==> config.mk <==
export PLATFORM = sky130hd
export DESIGN_NAME = msg_scroll_sched
export DESIGN_NICKNAME = d
export VERILOG_FILES = /design/src/rtl/msg_scroll_sched.sv
export SDC_FILE = /design/constraint.sdc
export NUM_CORES = 1
export LEC_CHECK = 0
export CORE_MARGIN = 2
export CORE_UTILIZATION = 45
export CTS_CLUSTER_SIZE = 30
export DETAILED_ROUTE_END_ITERATION = 12
export HOLD_SLACK_MARGIN = 0.05
export PLACE_DENSITY = 0.78
export REMOVE_ABC_BUFFERS = 1
export SETUP_SLACK_MARGIN = 0.05
export SYNTH_ARGS = -nofsm -noshare
export SYNTH_HDL_FRONTEND = slang
export SYNTH_SLANG_ARGS = --single-unit
==> constraint.sdc <==
create_clock -name sec_clock -period 7.05 [get_ports sec_clock]
set_clock_uncertainty 0.1 [all_clocks]
set_input_delay 2.115 -clock sec_clock [delete_from_list [all_inputs] [get_ports sec_clock]]
set_output_delay 2.115 -clock sec_clock [all_outputs]
set_load 0.02 [all_outputs]
==> src/rtl/msg_scroll_sched.sv <==
// Message scroll scheduler: round-robin arbitration among message requesters,
// then streams the winner's characters through a shifting display window and
// flushes it back to blank before releasing the window.
module msg_scroll_sched #(
  parameter int unsigned NUM_REQ = 4,
  parameter int unsigned CHAR_W  = 5,
  parameter int unsigned WIN_CH  = 8,
  parameter int unsigned MAX_LEN = 32
) (
  input  logic                         sec_clock,
  input  logic                         rst,
  input  logic [NUM_REQ-1:0]           req,
  input  logic [5:0]                   rom_len,
  input  logic [CHAR_W-1:0]            rom_char,
  output logic [$clog2(NUM_REQ)-1:0]   rom_sel,
  output logic [$clog2(MAX_LEN)-1:0]   rom_addr,
  output logic [WIN_CH*CHAR_W-1:0]     instruction,
  output logic [NUM_REQ-1:0]           grant,
  output logic                         busy,
  output logic                         done,
  output logic                         abort
);

  localparam int unsigned SEL_W  = $clog2(NUM_REQ);
  localparam int unsigned ADDR_W = $clog2(MAX_LEN);
  localparam int unsigned LEN_W  = 6;
  localparam int unsigned PAD_W  = $clog2(WIN_CH);
  localparam int unsigned WIN_W  = WIN_CH * CHAR_W;

  typedef enum logic [1:0] {
    IDLE   = 2'd0,
    SCROLL = 2'd1,
    FLUSH  = 2'd2
  } state_t;

  state_t             state, state_nxt;
  logic [SEL_W-1:0]   owner, owner_nxt;
  logic [SEL_W-1:0]   last_grant, last_grant_nxt;
  logic [LEN_W-1:0]   len, len_nxt;
  logic [ADDR_W-1:0]  idx, idx_nxt;
  logic [PAD_W-1:0]   pad, pad_nxt;
  logic               aborted, aborted_nxt;
  logic [WIN_W-1:0]   instruction_nxt;
  logic [NUM_REQ-1:0] grant_nxt;
  logic               busy_nxt, done_nxt, abort_nxt;

  logic [SEL_W-1:0]   cand;
  logic               cand_valid;
  logic [SEL_W-1:0]   probe;
  logic [LEN_W-1:0]   len_clamped;

  // Round-robin candidate: first requester after last_grant, wrapping.
  always_comb begin
    cand       = '0;
    cand_valid = 1'b0;
    probe      = '0;
    for (int unsigned i = 1; i <= NUM_REQ; i++) begin
      probe = SEL_W'((32'(last_grant) + i) % NUM_REQ);
      if (!cand_valid && req[probe]) begin
        cand_valid = 1'b1;
        cand       = probe;
      end
    end
  end

  // The ROM is asynchronous, so its select follows the candidate while idle
  // to make the winner's length available in the grant cycle.
  assign rom_sel     = (state == IDLE) ? cand : owner;
  assign len_clamped = (rom_len > LEN_W'(MAX_LEN)) ? LEN_W'(MAX_LEN) : rom_len;

  // Next-state and next-output logic.
  always_comb begin
    state_nxt       = state;
    owner_nxt       = owner;
    last_grant_nxt  = last_grant;
    len_nxt         = len;
    idx_nxt         = idx;
    pad_nxt         = pad;
    aborted_nxt     = aborted;
    instruction_nxt = instruction;
    grant_nxt       = grant;
    done_nxt        = 1'b0;
    abort_nxt       = 1'b0;

    unique case (state)
      IDLE: begin
        instruction_nxt = '0;
        idx_nxt         = '0;
        pad_nxt         = '0;
        aborted_nxt     = 1'b0;
        if (cand_valid) begin
          owner_nxt = cand;
          len_nxt   = len_clamped;
          grant_nxt = NUM_REQ'(1) << cand;
          state_nxt = (rom_len == '0) ? FLUSH : SCROLL;
        end
      end

      SCROLL: begin
        if (!req[owner]) begin
          // Requester withdrew: keep the window as is and blank it out.
          aborted_nxt = 1'b1;
          idx_nxt     = '0;
          pad_nxt     = '0;
          state_nxt   = FLUSH;
        end else begin
          instruction_nxt = {instruction[WIN_W-CHAR_W-1:0], rom_char};
          if (LEN_W'(idx) == len - LEN_W'(1)) begin
            idx_nxt   = '0;
            pad_nxt   = '0;
            state_nxt = FLUSH;
          end else begin
            idx_nxt = idx + ADDR_W'(1);
          end
        end
      end

      FLUSH: begin
        instruction_nxt = {instruction[WIN_W-CHAR_W-1:0], {CHAR_W{1'b0}}};
        if (pad == PAD_W'(WIN_CH - 1)) begin
          pad_nxt        = '0;
          grant_nxt      = '0;
          last_grant_nxt = owner;
          done_nxt       = !aborted;
          abort_nxt      = aborted;
          state_nxt      = IDLE;
        end else begin
          pad_nxt = pad + PAD_W'(1);
        end
      end

      default: begin
        state_nxt = IDLE;
      end
    endcase

    busy_nxt = (state_nxt != IDLE);
  end

  // State and registered outputs.
  always_ff @(posedge sec_clock) begin
    if (rst) begin
      state       <= IDLE;
      owner       <= '0;
      last_grant  <= SEL_W'(NUM_REQ - 1);
      len         <= '0;
      idx         <= '0;
      pad         <= '0;
      aborted     <= 1'b0;
      instruction <= '0;
      grant       <= '0;
      busy        <= 1'b0;
      done        <= 1'b0;
      abort       <= 1'b0;
    end else begin
      state       <= state_nxt;
      owner       <= owner_nxt;
      last_grant  <= last_grant_nxt;
      len         <= len_nxt;
      idx         <= idx_nxt;
      pad         <= pad_nxt;
      aborted     <= aborted_nxt;
      instruction <= instruction_nxt;
      grant       <= grant_nxt;
      busy        <= busy_nxt;
      done        <= done_nxt;
      abort       <= abort_nxt;
    end
  end

  assign rom_addr = idx;

endmodule

[Word-level counts from Yosys, hierarchy flattened]
Cells that the tools add are included.
Word-level totals
  register bits after elaboration: 68
Operators by class
  shift-type cells: 1
  order comparisons: 6
  multiplexer cells: 40
  add/subtract/negate cells: 7
  reduce and logical (&&, ||, !) cells: 20
  equality and inequality tests: 9
  bitwise operators: 2
Operators by type and width (count)
  case mux 40 bit (3 select lines): 1
  2-to-1 mux 40 bit: 1
  2-to-1 mux 2 bit: 10
  less-than comparator 2 x 3 -> 1 bit, second input constant: 5
  binary-select mux 1 bit (select 2 bit): 5
  2-to-1 mux 1 bit: 10
  2-to-1 mux 5 bit: 2
  case mux 5 bit (2 select lines): 1
  AND reduction 2 bit: 5
  2-to-1 mux 3 bit: 3
  case mux 3 bit (3 select lines): 1
  2-to-1 mux 4 bit: 2
  != test 2 bit, second input constant: 4
  case mux 4 bit (2 select lines): 1
  equality test 5 x 6 -> 1 bit: 1
  > comparator 6 bit, second input constant: 1
  logical NOT 6 bit: 1
  2-to-1 mux 6 bit: 1
  case mux 2 bit (3 select lines): 1
  nonzero test 2 bit: 3
  subtractor 6 x 1 -> 6 bit, second input constant: 1
  adder 5 x 1 -> 5 bit, second input constant: 1
  adder 2 x 1 -> 2 bit, second input constant: 2
  adder 2 bit, second input constant: 2
  other kinds (14): 20

[Longest topological paths before layout]
Gate-level depths: netlist of run 1.
  depth in word-level cells: 16
  mapped depth: 9
  gate-level depth less buffers: 8

[Worst setup path after synthesis of run 1]
Ideal clock, no wire load.
  kind: input-to-output
  start: input port req[1]
  end: output port rom_sel[0]
  arrival time: 3.116 ns
  setup slack: 1.719 ns
  required time: 4.835 ns
  stages on the path: 5
  cells stage by stage: nor4_1 > nand2b_1 > buf_2 > buf_2 > o22ai_1
Between the ends
  longest elaborated chain between the ends: 13
  elaborated cells between the ends (all ways): 22
  those cells by class: 16 x mux; 6 x reduce/logical
Ends and longest elaborated chain
  start, declared: line 12  | input logic [NUM_REQ-1:0] req,
  binary-select mux 1 bit (select 2 bit): line 59  | if (!cand_valid && req[probe]) begin
  2-to-1 mux 1 bit (not written as such): line 59
  2-to-1 mux 1 bit: line 59
  logical NOT 1 bit: line 59
  logical AND 1 bit: line 59
  2-to-1 mux 1 bit: line 59
  logical NOT 1 bit: line 59
  logical AND 1 bit: line 59
  2-to-1 mux 1 bit: line 59
  logical NOT 1 bit: line 59
  logical AND 1 bit: line 59
  2-to-1 mux 2 bit (*): line 59
  2-to-1 mux 2 bit (*): line 68  | assign rom_sel = (state == IDLE) ? cand : owner;
  end, declared: line 15  | output logic [$clog2(NUM_REQ)-1:0] rom_sel,
Mark *: on every way between the ends. The rest lies on a longest branch, timed or not. The select of a mux whose other input is x is not followed.

[Final worst setup path of run 1]
Same ends and word-level chain as after synthesis.

==> results of run 1 <==
## state kept, by name (all words and copies together) (netlist names)
name	cells
owner	2
aborted	1
instruction	40
len	6
state	2
busy	1
pad	3
abort	1
grant	4
rom_addr	5
done	1
last_grant	2
## cell usage after synthesis
master,count,area (µm²)
dfxtp_1,68,1361
nand2_1,57,214.0
a21oi_1,56,280.3
nand3_1,44,220.2
nor2_1,23,86.33
clkbuf_1,11,41.29
buf_2,10,50.05
o21ai_0,9,45.04
ha_1,8,100.1
inv_1,8,30.03
nor3b_1,8,60.06
nand2b_1,6,37.54
a22oi_1,5,37.54
a31oi_1,5,31.28
nor3_1,5,25.02
or3_1,4,25.02
mux2i_1,3,30.03
nor2b_1,3,18.77
xor2_1,3,26.28
a211o_1,2,17.52
buf_1,2,7.510
nand3b_1,2,15.01
nor4_1,2,12.51
o22ai_1,2,12.51
xnor2_1,2,17.52
a211oi_1,1,7.510
a21boi_0,1,7.510
a21oi_2,1,8.760
a31oi_2,1,12.51
and2_1,1,6.260
and3_1,1,6.260
and3b_1,1,8.760
buf_4,1,7.510
mux4_2,1,22.52
o2111a_1,1,11.26
o21a_1,1,7.510
o221a_2,1,11.26
or2_1,1,6.260
or4_1,1,7.510
## where the power goes
| part | leakage, µW | switching [µW] | internal, µW | total (µW) |
|---|---|---|---|---|
| combinational | 0.000691 | 216 | 109 | 325 |
| clock | 0.0000910 | 145 | 161 | 307 |
| sequential | 0.000550 | 21.5 | 409 | 431 |
## critical path: cells and delay by family
kind	cells	cell delay, ns
AO/OA/AOI/OAI	1	0.08
buffers and inverters	2	1.03
AND/OR/NAND/NOR	2	0.65
## routing by layer
metal,share of wire (%),routed length (µm),track usage [%],vias up
met5,0,0,0,-
met4,1.6,102,9.235,0
met3,5.5,359,3.441,11
met2,47,3055,28.56,89
met1,46,3046,24.91,1245
li1,-,-,-,1381
## worst max-delay path by stage
stage / cells after the start / to / from
after floorplan: 3 / rom_sel[0] / req[1]
after global placement: 5 / rom_sel[0] / req[1]
after detailed placement: 5 / rom_sel[0] / req[1]
after CTS: 5 / rom_sel[0] / req[1]
after global routing: 5 / rom_sel[0] / req[1]
final: 5 / rom_sel[0] / req[1]
## layout make-up
| cell class | count | area (µm²) |
|---|---|---|
| Clock buffer | 9 | 123.9 |
| Fill cell | 576 | 2470 |
| Inverter | 8 | 30.03 |
| Timing Repair Buffer | 74 | 725.7 |
| Multi-Input combinational cell | 262 | 1439 |
| Tap cell | 77 | 96.34 |
| Clock inverter | 7 | 67.56 |
| Sequential cell | 68 | 1361 |
## per-stage QoR
step / utilization (%) / area (µm²) / setup WS (ns) / instances
finish: 60.88 / 3844 / 0.9568 / 505
global route: 60.88 / 3844 / 0.7926 / 505
global placement: 57.85 / 3652 / 1.010 / 489
detailed placement: 57.85 / 3652 / 0.9815 / 489
floorplan: - / 2828 / 1.655 / 338
CTS: 60.88 / 3844 / 0.9597 / 505
## kinds of logic (layout without fill, tap and decap cells)
family	Yosys count	in the layout	share of synthesized area, %
flops	68	68	46.40
mux	4	4	1.791
buf+inv	32	98	4.649
compound gates	86	86	16.72
fa+ha+maj	8	8	3.412
xor+xnor	5	5	1.493
simple gates	159	159	25.54
==> flow_summary.json, run 1 <==
{
  "worst_slew_pin_slew_ns": 1.187,
  "gp_congestion": 0.7945,
  "cp_common_cell": "clkdlybuf4s50_1",
  "initial_core_util_pct": 46.47,
  "setup_viol": 0,
  "antenna_found_initial": 0,
  "clkSinkCount": 68,
  "drtPass1Iterations": 4,
  "grt_pass1_vias": 2384,
  "synth.avg_cell_area_um2": 8.105,
  "min_from": "aborted",
  "powerDensity_nw_per_um2": 276.4,
  "r2r_cells": 8,
  "postRouteAntennaNets": 0,
  "cts_tree": "built",
  "cap_violations": 0,
  "synthCells": 362,
  "htreeDepth": 3,
  "slowest_delay_ns": 0.56,
  "drive_gt1_share_pct": 6.075,
  "ctsHoldBuffers": 0,
  "ys_types": 39,
  "drcViolationCount": 0,
  "cp-end-kind": "primary output",
  "cts_buffers": 9,
  "critical_path_class": "in2out",
  "grt-ovfl-total": 0,
  "finalCriticalPeriod_ns": 6.093,
  "grt_first_pass_wirelength_um": 10870,
  "cp.arrival_ns": 3.88,
  "portBuffers": 70,
  "yosysWarnings": 0,
  "hold_slack_ns": 0.3453,
  "fin_crit_sh_pct": 86.43,
  "fp-row-count": 29,
  "required_ns": 4.84,
  "max_freq_mhz": 164.1,
  "postCtsSetupRepairBufs": 0,
  "r2r_start": "len[0]",
  "report.final.slew_viol_count": 0,
  "clk_pin_slew_ns": 0.07,
  "r2r-end": "busy",
  "via_per_inst": 5.398,
  "min_path_cells": 1,
  "cp-start-kind": "input pin",
  "grt.total_usage_pct": 18.53,
  "wirelength_um": 6563,
  "total_power_uw": 1062,
  "via_count": 2726,
  "ir_worst_vdd_uv": 184.4,
  "regToRegSetupSlack_ns": 4.68,
  "grt_max_degree": 67,
  "slew_headroom_pct": 20.85,
  "ys_ff_latch": 68,
  "fin_tns_setup_ns": 0,
  "rsz0062_at_grt": "false",
  "place_hpwl_um": 4403,
  "status": "complete, no violations",
  "synthesis.area_um2": 2934,
  "dieArea_um2": 7182,
  "final_common_cell": "clkdlybuf4s50_1",
  "drtIter0Drc": 131,
  "worstPathCellList": "clkdlybuf4s50_1 > nor4_1 > nand2b_1 > o22ai_1 > clkdlybuf4s50_1",
  "hold_end": "done",
  "clockBufferDepth": 2,
  "drt-wirelength-per-cell_um": 13.00,
  "final_cell_mix": "clkdlybuf4s50_1 (69), dfxtp_1 (68), nand2_1 (57)",
  "syn_to_final_growth_pct": 31.00,
  "hold_class": "reg2reg",
  "die_w_um": 84.75,
  "io_pins": 71,
  "postCtsResizedCells": 0,
  "critPathSlowestCell": "clkdlybuf4s50_1",
  "leakagePower_uw": 0.001332,
  "critPathMaxFanout": 5,
  "ys_seq_area_share_pct": 46.40,
  "root_buffer": "clkbuf_8",
  "core_area_um2": 6314,
  "die_h_um": 84.75,
  "nets": 448,
  "num_antenna_cells": 0,
  "clock_latency_ns": 0.34,
  "final_hold_viol_count": 0
}
No activity file was read; power rests on OpenSTA's default activity.
==> inputs of run 2 (changes only) <==
REMOVE_ABC_BUFFERS = not set   (was 1)
TNS_END_PERCENT = 50   (was not set)
==> flow_summary.json, run 2 (synthesis results as in run 1) <==
{
  "status": "complete, no violations",
  "root_buffer": "clkbuf_8",
  "worstPathCellList": "clkdlybuf4s50_1 > nor3b_1 > nor3_1 > o22ai_1 > clkdlybuf4s50_1",
  "postCtsSetupRepairBufs": 0,
  "fin_crit_sh_pct": 86.83,
  "endpoint": "rom_sel[0]",
  "via_count": 2707,
  "rsz0062_at_grt": "false",
  "grt_pass1_vias": 2433,
  "portBuffers": 70,
  "grt_max_degree": 67,
  "fp-row-count": 29,
  "ir_worst_vdd_uv": 199.3,
  "initial_core_util_pct": 46.47,
  "required_ns": 4.84,
  "io_pins": 71,
  "slew_headroom_pct": 22.21,
  "dp_cells": 489,
  "num_antenna_cells": 0,
  "fin_cells": 505,
  "syn_to_final_growth_pct": 30.62,
  "drtPass1Iterations": 4,
  "postRouteAntennaNets": 0,
  "via_per_inst": 5.360,
  "r2r_start": "len[0]",
  "regToRegSetupSlack_ns": 4.68,
  "critPathSlowestCell": "clkdlybuf4s50_1",
  "seqCellArea_um2": 1361,
  "drcViolationCount": 0,
  "clock_latency_ns": 0.34,
  "grt-ovfl-total": 0,
  "postCtsResizedCells": 0,
  "min_path_cells": 1,
  "crit_path_start": "req[3]",
  "cp.arrival_ns": 3.91,
  "finalCriticalPeriod_ns": 6.121,
  "grt_first_pass_wirelength_um": 11170,
  "nFillCells": 581,
  "post-place-ws_ns": 0.9612,
  "multi_input_area_um2": 1439,
  "fin_ws_ns": 0.9287,
  "cp_top_family": "buffers and inverters",
  "grt.total_usage_pct": 19.05,
  "largest_register_ffs": 40,
  "fin_tns_setup_ns": 0,
  "final_cell_mix": "clkdlybuf4s50_1 (69), dfxtp_1 (68), nand2_1 (57)",
  "report.final.slew_viol_count": 0,
  "dieArea_um2": 7182,
  "r2r_cells": 8,
  "slowest_delay_ns": 0.63,
  "drtIter0Drc": 184,
  "max_freq_mhz": 163.4,
  "die_h_um": 84.75,
  "cts_buffers": 9,
  "final_hold_viol_count": 0,
  "wirelength_um": 6881,
  "clk_pin_slew_ns": 0.07,
  "leakagePower_uw": 0.001331,
  "cts_tree": "built",
  "antenna_found_initial": 0,
  "drive_gt1_share_pct": 5.607,
  "gp_congestion": 0.7975,
  "critPathMaxFanout": 6,
  "cp_common_cell": "clkdlybuf4s50_1",
  "setup_viol": 0,
  "clockBufferDepth": 2,
  "cp-start-kind": "input pin",
  "worst_slew_pin_slew_ns": 1.167,
  "ctsHoldBuffers": 0,
  "path_depth": 5,
  "htreeDepth": 3,
  "hold_class": "reg2reg",
  "syn-num-nets": 387,
  "die_w_um": 84.75,
  "powerDensity_nw_per_um2": 273.3,
  "clkSinkCount": 68,
  "cp_num_buf_inv": 2,
  "final_common_cell": "clkdlybuf4s50_1",
  "place_hpwl_um": 4636,
  "drt-wirelength-per-cell_um": 13.63,
  "cap_violations": 0,
  "core_area_um2": 6314,
  "cp-end-kind": "primary output",
  "critical_path_class": "in2out",
  "r2r-end": "busy",
  "largest_register": "instruction",
  "nets": 448
}
-- run 2: cell types whose count changed in the layout (fill, tap and decap cells not counted) --
cell / previous run / this run
clkbuf_1: 0 / 2
clkinv_2: 3 / 1
clkbuf_8: 9 / 11
clkinv_4: 0 / 1
clkinvlp_4: 3 / 1
bufinv_16: 1 / 0
-- run 2: how the worst min path moves through the flow --
stage | startpoint | to
2_1_floorplan | aborted | done
3_3_place_gp | aborted | done
3_5_place_dp | aborted | done
4_1_cts | aborted | done
5_1_grt | aborted | done
6_report | aborted | done
-- run 2: metrics by stage --
stage	utilization [%]	hold WS (ns)	cell area (µm²)	total power, µW
finish	60.70	0.3412	3832	1047
global route	60.70	0.3830	3832	1110
CTS	60.70	0.3468	3832	1053
detailed placement	57.85	0.3359	3652	758.8
global placement	57.85	0.3384	3652	757.1
floorplan	-	0.3095	2934	675.2
-- run 2: final cells by class --
| class | count | area share [%] |
|---|---|---|
| well taps | 77 | 2.514 |
| repair buffers | 74 | 18.94 |
| flip-flops and latches | 68 | 35.52 |
| multi-input cells | 262 | 37.54 |
| clock buffers | 13 | 4.146 |
| inverters | 8 | 0.7835 |
| clock inverters | 3 | 0.5550 |
-- run 2: where the power goes --
group	total (µW)	internal, µW	switching [µW]	leakage (µW)
Sequential	433	409	23.2	0.000550
Clock	294	147	147	0.0000896
Combinational	321	108	212	0.000691
-- run 2: layer usage --
metal | GRT usage [%] | routed length, µm | vias to the layer above
met5 | 0 | 0 | -
met2 | 30.49 | 3243 | 75
met3 | 5.310 | 352 | 7
met1 | 25.05 | 3220 | 1242
met4 | 5.916 | 66 | 0
li1 | - | - | 1383
